File: src/rtl/missionary_cannibal_ctrl.sv
// missionary_cannibal_ctrl: registered puzzle state for the missionaries-and-cannibals demo.
// Holds (M,C) on the start bank, validates the proposal from the downstream next-state stage,
// commits one crossing per step and flags completion or error.
// Optional build macro MC_UNDO_EN adds a HIST_DEPTH-entry undo stack indexed by step_count.
module missionary_cannibal_ctrl #(
    parameter int unsigned STEP_LIMIT = 15,
    parameter int unsigned HIST_DEPTH = 16
) (
    input  logic       clk,
    input  logic       reset,
    input  logic       start,
    input  logic       step_en,
    input  logic       undo,
    input  logic [1:0] missionary_next,
    input  logic [1:0] cannibal_next,
    output logic [1:0] missionary_curr,
    output logic [1:0] cannibal_curr,
    output logic       direction,
    output logic [3:0] step_count,
    output logic       busy,
    output logic       done,
    output logic       error
);

    typedef enum logic [1:0] {StIdle, StRun, StDone, StErr} state_e;

    state_e     state_q, state_d;
    logic [1:0] m_q, m_d, c_q, c_d;
    logic [3:0] count_q, count_d;
    logic       busy_q, done_q, error_q;
    logic       push;

    // Proposal legality, widened to 3 bits so the bank differences never underflow.
    logic [2:0] m_n, c_n, m_c, c_c, delta;
    logic       safe, dir_ok, move_ok, at_limit;

    // Check safety of the proposed bank counts and that it is a real 1-2 person crossing.
    always_comb begin
        m_n = {1'b0, missionary_next};
        c_n = {1'b0, cannibal_next};
        m_c = {1'b0, m_q};
        c_c = {1'b0, c_q};
        safe = ((m_n == 3'd0) || (m_n >= c_n)) &&
               ((m_n == 3'd3) || ((3'd3 - m_n) >= (3'd3 - c_n)));
        if (direction) begin
            dir_ok = (m_n <= m_c) && (c_n <= c_c);
            delta  = (m_c - m_n) + (c_c - c_n);
        end else begin
            dir_ok = (m_n >= m_c) && (c_n >= c_c);
            delta  = (m_n - m_c) + (c_n - c_c);
        end
        move_ok  = dir_ok && (delta >= 3'd1) && (delta <= 3'd2);
        at_limit = (count_q == 4'(STEP_LIMIT));
    end

`ifdef MC_UNDO_EN
    localparam int unsigned HistAw = (HIST_DEPTH > 1) ? $clog2(HIST_DEPTH) : 1;

    logic [3:0] hist_q [HIST_DEPTH];
    logic [3:0] hist_top;
    logic       pop_ok;

    // Stack pointer is step_count itself, so the top entry sits at step_count-1.
    assign hist_top = hist_q[HistAw'(count_q - 4'd1)];
    assign pop_ok   = !step_en && undo && (count_q != 4'd0);

    // Push the pre-commit bank counts on every accepted crossing.
    always_ff @(posedge clk or posedge reset) begin
        if (reset) begin
            for (int unsigned i = 0; i < HIST_DEPTH; i++) hist_q[i] <= '0;
        end else if (push) begin
            hist_q[HistAw'(count_q)] <= {m_q, c_q};
        end
    end
`else
    logic unused_cfg;
    assign unused_cfg = undo | (HIST_DEPTH == 0);
`endif

    // Next-state: start reinitialises outside RUN, step_en commits or errors inside RUN.
    always_comb begin
        state_d = state_q;
        m_d     = m_q;
        c_d     = c_q;
        count_d = count_q;
        push    = 1'b0;
        unique case (state_q)
            StIdle, StErr: begin
                if (start) begin
                    state_d = StRun;
                    m_d     = 2'd3;
                    c_d     = 2'd3;
                    count_d = 4'd0;
                end
            end
            StRun: begin
                if (step_en) begin
                    // Limit check comes first so step_count can never wrap.
                    if (at_limit || !safe || !move_ok) begin
                        state_d = StErr;
                    end else begin
                        m_d     = missionary_next;
                        c_d     = cannibal_next;
                        count_d = count_q + 4'd1;
                        push    = 1'b1;
                        if (missionary_next == 2'd0 && cannibal_next == 2'd0) state_d = StDone;
                    end
                end
`ifdef MC_UNDO_EN
                else if (pop_ok) begin
                    {m_d, c_d} = hist_top;
                    count_d    = count_q - 4'd1;
                end
`endif
            end
            StDone: begin
                if (start) begin
                    state_d = StRun;
                    m_d     = 2'd3;
                    c_d     = 2'd3;
                    count_d = 4'd0;
                end
`ifdef MC_UNDO_EN
                else if (pop_ok) begin
                    state_d    = StRun;
                    {m_d, c_d} = hist_top;
                    count_d    = count_q - 4'd1;
                end
`endif
            end
            default: state_d = StIdle;
        endcase
    end

    // State and output registers; flags are registered from the next state.
    always_ff @(posedge clk or posedge reset) begin
        if (reset) begin
            state_q <= StIdle;
            m_q     <= 2'd3;
            c_q     <= 2'd3;
            count_q <= 4'd0;
            busy_q  <= 1'b0;
            done_q  <= 1'b0;
            error_q <= 1'b0;
        end else begin
            state_q <= state_d;
            m_q     <= m_d;
            c_q     <= c_d;
            count_q <= count_d;
            busy_q  <= (state_d == StRun);
            done_q  <= (state_d == StDone);
            error_q <= (state_d == StErr);
        end
    end

    assign missionary_curr = m_q;
    assign cannibal_curr   = c_q;
    assign step_count      = count_q;
    // Boat side is implied by crossing parity.
    assign direction       = ~count_q[0];
    assign busy            = busy_q;
    assign done            = done_q;
    assign error           = error_q;

endmodule
File: config.mk
export PLATFORM = sky130hd
export DESIGN_NAME = missionary_cannibal_ctrl
export DESIGN_NICKNAME = d
export VERILOG_FILES = /design/src/rtl/missionary_cannibal_ctrl.sv
export SDC_FILE = /design/constraint.sdc
export NUM_CORES = 1
export LEC_CHECK = 0
export CORE_AREA = 2 2 47 49
export CTS_CLUSTER_DIAMETER = 150
export DETAILED_ROUTE_END_ITERATION = 8
export DIE_AREA = 0 0 49 51
export DONT_BUFFER_PORTS = 1
export GPL_ROUTABILITY_DRIVEN = 0
export PLACE_DENSITY = 0.8
export RECOVER_POWER = 100
export SLEW_MARGIN = 30
export SYNTH_ARGS = -nofsm -noshare
export SYNTH_HDL_FRONTEND = slang
export SYNTH_SLANG_ARGS = --single-unit
File: constraint.sdc
create_clock -name clk -period 4.5 [get_ports clk]
set_input_delay 0.675 -clock clk [delete_from_list [all_inputs] [get_ports clk]]
set_output_delay 0.675 -clock clk [all_outputs]
set_load 0.01 [all_outputs]
Yosys cells after proc, flatten, opt, wreduce, memory -nomap -nowiden

Index checks and enable logic that the tools add are counted.

Add/subtract/negate cells: 9
$lt $le $gt $ge: 8
Equality and inequality tests: 11
Mux-type cells: 18
Bitwise gates (word level): 1
Reductions and logical operators: 17

Operators with widths:

| operator                                                                            | count |
|---|---|
| 2-bit two-way mux                                                                   | 9 |
| 4-bit two-way mux                                                                   | 3 |
| 2-bit one-hot mux with 2 select lines                                               | 3 |
| 2-bit by 2-bit subtractor with 3-bit output                                         | 4 |
| 2-bit == test, second input constant                                                | 5 |
| 4-bit one-hot mux with 2 select lines                                               | 1 |
| 3-bit adder                                                                         | 2 |
| 2-bit greater-or-equal comparator                                                   | 3 |
| 1-bit logical AND                                                                   | 6 |
| 2-bit zero test                                                                     | 3 |
| 2-bit by 2-bit subtractor with 3-bit output, first input constant                   | 2 |
| 4-bit by 1-bit adder with 4-bit output, second input constant                       | 1 |
| 2-bit by 1-bit == test with 1-bit output, second input constant                     | 2 |
| 4-bit == test, second input constant                                                | 1 |
| 2-bit <= comparator                                                                 | 2 |
| 1-bit logical OR                                                                    | 4 |
| 2-bit != test, second input constant                                                | 2 |
| 3-bit by 1-bit greater-or-equal comparator with 1-bit output, second input constant | 1 |
| 3-bit greater-or-equal comparator                                                   | 1 |
| 3-bit by 2-bit <= comparator with 1-bit output, second input constant               | 1 |
| 3-bit two-way mux                                                                   | 1 |
| 3-bit AND reduction                                                                 | 1 |
| 3-bit OR reduction                                                                  | 1 |
| 1-bit zero test                                                                     | 2 |
| other kinds (3)                                                                     | 3 |

Flip-flop bits (word level): 13
Input bits: 9
Output and inout port bits: 12
Word-level logic and storage cells: 71

Logic depth before layout (Yosys ltp)

Gate-level depths: netlist of run 1.

Depth in word-level cells: 12
Mapped depth: 14
Depth with buffers taken out: 13

Worst setup path before layout of run 1

No wires, ideal clock.

Path type: input -> register
Start: input port cannibal_next[0]
End: register count_q[3] (netlist: step_count[3])
Setup time: 78 ps
Data arrival time: 3701 ps
Required time: 4422 ps
Slack: 721 ps
Stages on the path: 13
Buffers on the path: 0
Cells stage by stage: inv_1 fa_1 inv_1 fa_1 inv_1 ha_1 fa_1 xor2_1 mux2i_1 nor4_4 o2111ai_2 or3_1 a21oi_1

Longest elaborated chain between the ends: 10
Elaborated cells on any way between the ends: 26
Classes of those cells: 5 x add/sub; 6 x order compare; 1 x eq/ne; 2 x mux; 12 x reduce/logical

Ends and longest elaborated chain:

| element                                                        | line   | RTL |
|---|---|---|
| from (decl)                                                    | 15     | `input logic [1:0] cannibal_next,` |
| 2-bit by 2-bit subtractor with 3-bit output (on tied branches) | 47, 50 |  |
| 3-bit adder (on tied branches)                                 | 47, 50 |  |
| 3-bit two-way mux                                              | 45     | `if (direction) begin` |
| 3-bit by 1-bit greater-or-equal comparator with 1-bit output   | 52     | `move_ok = dir_ok && (delta >= 3'd1) && (delta <= 3'd2);` |
| 1-bit logical AND (2 in series)                                | 52     |  |
| 1-bit zero test                                                | 99     | `if (at_limit \|\| !safe \|\| !move_ok) begin` |
| 1-bit logical OR *                                             | 99     |  |
| 2-bit != test (no source line) *                               | n/a    |  |
| 3-bit AND reduction (no source line) *                         | n/a    |  |
| to (signal assigned)                                           | 149    | `count_q <= count_d;` |
| to (decl)                                                      | 29     | `logic [3:0] count_q, count_d;` |

Every way passes the cells marked *; elsewhere a longest branch is shown, timed or not.
A chain may end at the register's enable or synchronous reset.

Worst setup path in the final report of run 1

Start: register c_q[0] (netlist: cannibal_curr[0])
End: register c_q[0] (netlist: cannibal_curr[0])

Longest elaborated chain between the ends: 10
Elaborated cells on any way between the ends: 18
Classes of those cells: 4 x add/sub; 4 x order compare; 1 x eq/ne; 2 x mux; 7 x reduce/logical

Ends and longest elaborated chain:

| element                                                        | line   | RTL |
|---|---|---|
| from (decl)                                                    | 28     | `logic [1:0] m_q, m_d, c_q, c_d;` |
| from (signal assigned)                                         | 140    | `c_q <= 2'd3;` |
| from (signal assigned)                                         | 148    | `c_q <= c_d;` |
| 2-bit by 2-bit subtractor with 3-bit output (on tied branches) | 47, 50 |  |
| 3-bit adder (on tied branches)                                 | 47, 50 |  |
| 3-bit two-way mux                                              | 45     |  |
| 3-bit by 1-bit greater-or-equal comparator with 1-bit output   | 52     |  |
| 1-bit logical AND                                              | 52     |  |
| 1-bit logical AND *                                            | 52     |  |
| 1-bit zero test *                                              | 99     |  |
| 1-bit logical OR *                                             | 99     |  |
| 2-bit != test (no source line) *                               | n/a    |  |
| 3-bit AND reduction (no source line) *                         | n/a    |  |

Marks and branches as above.

==> impl_metrics.toml, run 1 <==
[drt]
postRouteAntennaNets = 0
drt-wirelength-per-cell_um = 16.1
finalWirelength_um = 2470
vias = 896
drc_errors = 0
drt_first_pass_iters = 5
vias_per_cell = 5.86
drt_iter0_markers = 13

[critical_path]
crit_required_ns = 4.68
worst_setup_path_start_kind = "register"
worstPathArrival_ns = 4.24
worst_r2r_path_depth = 14
critPathMaxFanout = 10
critPathKind = "register to register"
reg2reg_slack_ns = 0.43
critical_path.endpoint_type = "register"

[min_path]
hp-class = "primary input to asynchronous set/reset pin"

[cts]
post_cts.resized_instances = 0
clockBufferDepth = 2
cts_tree = "yes"
cts-htree-levels = 1
clkTransAtPathRegs_ns = 0.08
ctsRootBufferMaster = "clkbuf_4"
numCtsBuffers = 3
hold_buffers = 0
clk_latency_ns = 0.27
cts_setup_buffers = 0
clock-sinks = 13

[place]
io_buffers = 0
dp_cells = 149
place_hpwl_um = 2050
placed_cell_area_um2 = 1220
place_ws_ns = 0.371

[finish]
nets = 157
antennaDiodeCount = 0
nFillCells = 193
fin_cells = 153
final_util_pct = 60.3
area_delta_synth_final_pct = 4.74
fin_area_um2 = 1240
ff_latch_area_um2 = 330
multiInputGateArea_um2 = 762
mostFrequentLayoutCell = "inv_1"
mostFrequentLayoutCells = "inv_1, ha_1, dfrtp_1"
drive_above_1_share_pct = 7.20

[synthesis]
synth_adder_area_share_pct = 28.2
netlist_instances = 122
syn_nets = 153
yosys.area_share.simple_pct = 17.5
ys_ff_latch = 13
synth-compound-area-share_pct = 12.2
yosysSeqAreaShare_pct = 27.8
syn_avg_cell_area_um2 = 9.73
netlist_area_um2 = 1190
synthXorXnorAreaFrac_pct = 4.43
yosysWarnings = 0
synthMuxAreaShare_pct = 1.79
synth_cell_types = 34
synth_top_family_by_area = "adder cells"

[global_route]
grt_pass1_wl_um = 4060
antenna_found_initial = 0
grt_max_degree = 14
grt_usage_pct = 22.2
overflow = 0
grt_pass1_vias = 946

[pwr]
p_leak_nw = 0.607
total_power_mw = 0.868
powerDensity_nw_per_um2 = 698
vdd_drop_max_v = 0.000315

[die]
die_x_um = 49
start_util_pct = 57.6
die_h_um = 51
rows = 17
core_um2 = 2060
die-area_um2 = 2500
ios = 21

[timing]
min_period_ns = 4.07
tns_ns = 0
hold_ws_ns = 0.296
layout_worst_path_cycle_share_pct = 90.4
worst_slew_pin_slew_ns = 0.478
hold_viol = 0
maxSlewViolCount = 0
slew_headroom_pct = 68.1
rsz0062_at_grt = "false"
skew_ns = 0.00902
setup_ws_ns = 0.433
max_freq_ghz = 0.246
finalSetupViolCount = 0

[outcome]
outcome = "finished, final reports clean"

[job]
cap_violations = 0
-- Yosys cell counts, drive strengths merged --
cell | count | share of area (%)
a211oi | 1 | 0.63
a21o | 1 | 0.63
a21oi | 8 | 3.4
a221oi | 1 | 0.74
a2bb2oi | 2 | 1.5
and2 | 1 | 0.53
and3 | 2 | 1.1
buf | 1 | 0.42
clkbuf | 1 | 0.32
dfrtp | 9 | 19
dfstp | 4 | 8.9
fa | 8 | 13
ha | 14 | 15
inv | 23 | 7.3
mux2 | 1 | 0.95
mux2i | 1 | 0.84
nand2 | 3 | 0.95
nand2b | 4 | 2.1
nand3 | 2 | 0.84
nand3b | 1 | 0.63
nor2 | 6 | 1.9
nor2b | 3 | 1.6
nor3 | 4 | 1.7
nor4 | 3 | 4.6
o2111ai | 1 | 1.3
o21ai | 5 | 2.1
o22a | 2 | 1.5
o22ai | 1 | 0.53
or2 | 1 | 0.53
or3 | 2 | 1.1
xnor2 | 4 | 3.0
xor2 | 2 | 1.5
-- final timing paths --
path                                         startpoint                      endpoint
max                        cannibal_curr[0]$_DFFE_PP1P_  cannibal_curr[0]$_DFFE_PP1P_
min                                               reset     step_count[1]$_DFFE_PP0P_
max reg2reg                cannibal_curr[0]$_DFFE_PP1P_  cannibal_curr[0]$_DFFE_PP1P_
min reg2reg                        state_q[0]$_DFF_PP0_                done$_DFF_PP0_
max in group asynchronous                         reset  cannibal_curr[0]$_DFFE_PP1P_
min in group clk                   state_q[0]$_DFF_PP0_                done$_DFF_PP0_
-- final cells by class --
cell class | instances | area share [%]
Multi-Input combinational cell | 84 | 61.3
Sequential cell | 13 | 26.6
Timing Repair Buffer | 1 | 0.302
Tap cell | 28 | 2.82
Clock buffer | 4 | 2.11
Inverter | 23 | 6.94
-- flip-flops by register name (all words and copies together), names as in the netlist --
| name | flops |
|---|---|
| missionary_curr | 2 |
| error | 1 |
| cannibal_curr | 2 |
| done | 1 |
| busy | 1 |
| state_q | 2 |
| step_count | 4 |
-- layer usage --
metal	routed length (um)	GRT usage, %	up-vias
li1	-	-	412
met1	936	22.8	451
met2	1370	42.2	26
met3	96	4.68	7
met4	67	11.9	0
met5	0	0	-
-- critical path, stage by stage (launching register included) --
cell,delay [ns]
dfstp_1,0.66
inv_1,0.15
fa_1,0.50
inv_1,0.05
fa_1,0.48
inv_1,0.04
ha_1,0.19
fa_1,0.49
xor2_1,0.15
mux2i_1,0.14
nor4_4,0.31
o2111ai_2,0.28
clkbuf_1,0.29
nor3_1,0.18
a21oi_1,0.07
-- logic make-up after synthesis --
kind of cell	Yosys count
AOI/OAI and AO/OA	22
muxes	2
and+or+nand+nor	32
adders and majority gates	22
buffers and inverters	25
DFF	13
xor gates and xnor gates	6
-- power by group --
| part | switching (mW) | total (mW) | internal [mW] |
|---|---|---|---|
| clock | 0.0364 | 0.0708 | 0.0343 |
| sequential | 0.0571 | 0.212 | 0.155 |
| combinational | 0.326 | 0.585 | 0.260 |
No activity file was read; power rests on OpenSTA's default activity.
==> run 2, diff against run 1 <==
--- a/config.mk
+++ b/config.mk
@@ -5,13 +5,13 @@
 export SDC_FILE = /design/constraint.sdc
 export NUM_CORES = 1
 export LEC_CHECK = 0
-export CORE_AREA = 2 2 47 49
+export CORE_AREA = 2 2 51 53
 export CTS_CLUSTER_DIAMETER = 150
 export DETAILED_ROUTE_END_ITERATION = 8
-export DIE_AREA = 0 0 49 51
-export DONT_BUFFER_PORTS = 1
+export DIE_AREA = 0 0 53 55
 export GPL_ROUTABILITY_DRIVEN = 0
-export PLACE_DENSITY = 0.8
+export GPL_TIMING_DRIVEN = 0
+export PLACE_DENSITY = 0.81
 export RECOVER_POWER = 100
 export SLEW_MARGIN = 30
 export SYNTH_ARGS = -nofsm -noshare
==> run 2 against run 1 <==
  * Final cell count up 15%
  * First-iteration DRC count up 85%
  * Count of clock-buffer cells in the layout unchanged
  * Largest power group unchanged
  * Register-to-register slack better by 0.36 ns
  * Largest cell class unchanged
  * Combinational power up 15%
  * Setup slack worse by 0.14 ns
  * Hold slack better by 0.21 ns
  * Utilization up 1.5 points
==> impl_metrics.toml, run 2 (same netlist as run 1, synthesis figures left out) <==
[outcome]
outcome = "finished, final reports clean"

[die]
core_um2 = 2360
rows = 18
start_util_pct = 50.2
die_x_um = 53
ios = 21
die-area_um2 = 2920
die_h_um = 55

[timing]
maxSlewViolCount = 0
max_freq_ghz = 0.238
layout_worst_path_cycle_share_pct = 93.5
hold_viol = 0
slew_headroom_pct = 67.1
hold_ws_ns = 0.510
setup_ws_ns = 0.294
rsz0062_at_grt = "false"
skew_ns = 0.00674
worst_slew_pin_slew_ns = 0.493
finalSetupViolCount = 0
min_period_ns = 4.21

[drt]
drt_first_pass_iters = 4
postRouteAntennaNets = 0
vias = 925
vias_per_cell = 5.26
drt-wirelength-per-cell_um = 14.1
finalWirelength_um = 2480
drt_iter0_markers = 24
drc_errors = 0

[pwr]
vdd_drop_max_v = 0.000382
powerDensity_nw_per_um2 = 643
p_leak_nw = 0.709

[place]
place_ws_ns = -0.299
io_buffers = 19
dp_cells = 171
placed_cell_area_um2 = 1420
place_hpwl_um = 2030

[finish]
mostFrequentLayoutCell = "inv_1"
nets = 178
area_delta_synth_final_pct = 23.1
fin_cells = 176
drive_above_1_share_pct = 9.59
mostFrequentLayoutCells = "inv_1, ha_1, dlygate4sd3_1"
largest_register_ffs = 4
antennaDiodeCount = 0
fin_area_um2 = 1460

[job]
cap_violations = 0

[critical_path]
worst_r2r_path_depth = 13
r2r_start = "missionary_curr[0]$_DFFE_PP1P_"
critical_path.endpoint_type = "register"
worst_setup_path_start_kind = "primary input"
critPathKind = "primary input to register"
reg2reg_to = "step_count[3]$_DFFE_PP0P_"
worstPathArrival_ns = 4.40
crit_required_ns = 4.69
reg2reg_slack_ns = 0.79
critPathMaxFanout = 8

[cts]
clkTransAtPathRegs_ns = 0.08
cts-htree-levels = 1
numCtsBuffers = 3
ctsRootBufferMaster = "clkbuf_4"
cts_tree = "yes"
clk_latency_ns = 0.27
clock-sinks = 13
clockBufferDepth = 2

[global_route]
overflow = 0
antenna_found_initial = 0
grt_pass1_wl_um = 4110
grt_pass1_vias = 940
grt_usage_pct = 19.6
grt_max_degree = 14

[min_path]
holdCritStartpoint = "state_q[0]$_DFF_PP0_"
hp-class = "register to register"
min_to = "done$_DFF_PP0_"
hold_path_depth = 1
## run 2: metal layers
layer	track usage [%]	vias up	part of all wire (%)	wire length, um
li1	-	453	-	-
met2	37.9	18	53	1310
met1	21.8	448	42	1040
met5	0	-	0	0
met4	9.40	0	2.1	53
met3	1.34	6	3.1	77
## run 2: critical path, cell delays in order
cell,delay (ns)
clkdlybuf4s50_1,0.51
inv_1,0.16
fa_1,0.53
inv_1,0.05
fa_1,0.48
inv_1,0.05
ha_1,0.19
fa_1,0.50
xor2_1,0.14
mux2i_1,0.12
nor4_4,0.22
o2111ai_4,0.23
or3_1,0.39
a21oi_1,0.14
## run 2: metrics by stage
step	power [mW]	setup TNS (ns)	util (%)
2_1_floorplan	0.682	0	-
3_3_place_gp	0.826	-1.26	59.8
3_5_place_dp	0.864	-2.09	59.8
4_1_cts	0.952	0	61.4
5_1_grt	1.04	0	61.8
6_report	0.940	0	61.8
## run 2: final cells by class
cell class              count  area, um^2
plain buffers               2        7.51
clock buffers               4        26.3
fillers                   197         903
inverters                  23        86.3
multi-input cells          84         773
flip-flops and latches     13         330
well taps                  30        37.5
repair buffers             20         200
## run 2: power breakdown
part / leakage, nW / internal (mW) / total (mW) / switching [mW]
Clock: 0.0150 / 0.0343 / 0.0696 / 0.0353
Combinational: 0.538 / 0.319 / 0.674 / 0.355
Sequential: 0.156 / 0.159 / 0.196 / 0.0377
Total: 0.709 / 0.512 / 0.940 / 0.429
## run 2: repair_timing
item / CTS / global route
hold buffers: 0 / 0
endpoints found under the setup margin: 1 / 9
pin swaps: 0 / 1
hold endpoints to repair: 0 / 0
gates resized for setup: 1 / 1
setup buffers: 0 / 1
## run 2: worst max path at each step
stage,start,to,slack (ns),cells past startpoint
final,cannibal_next[0],step_count[3]$_DFFE_PP0P_,0.29,14
after floorplan,cannibal_next[0],step_count[3]$_DFFE_PP0P_,0.72,13
after detailed placement,missionary_next[0],step_count[3]$_DFFE_PP0P_,-0.30,14
after global routing,cannibal_next[0],step_count[0]$_DFFE_PP0P_,0.06,15
after CTS,missionary_next[0],step_count[3]$_DFFE_PP0P_,0.02,14
after global placement,missionary_next[0],step_count[3]$_DFFE_PP0P_,-0.22,14
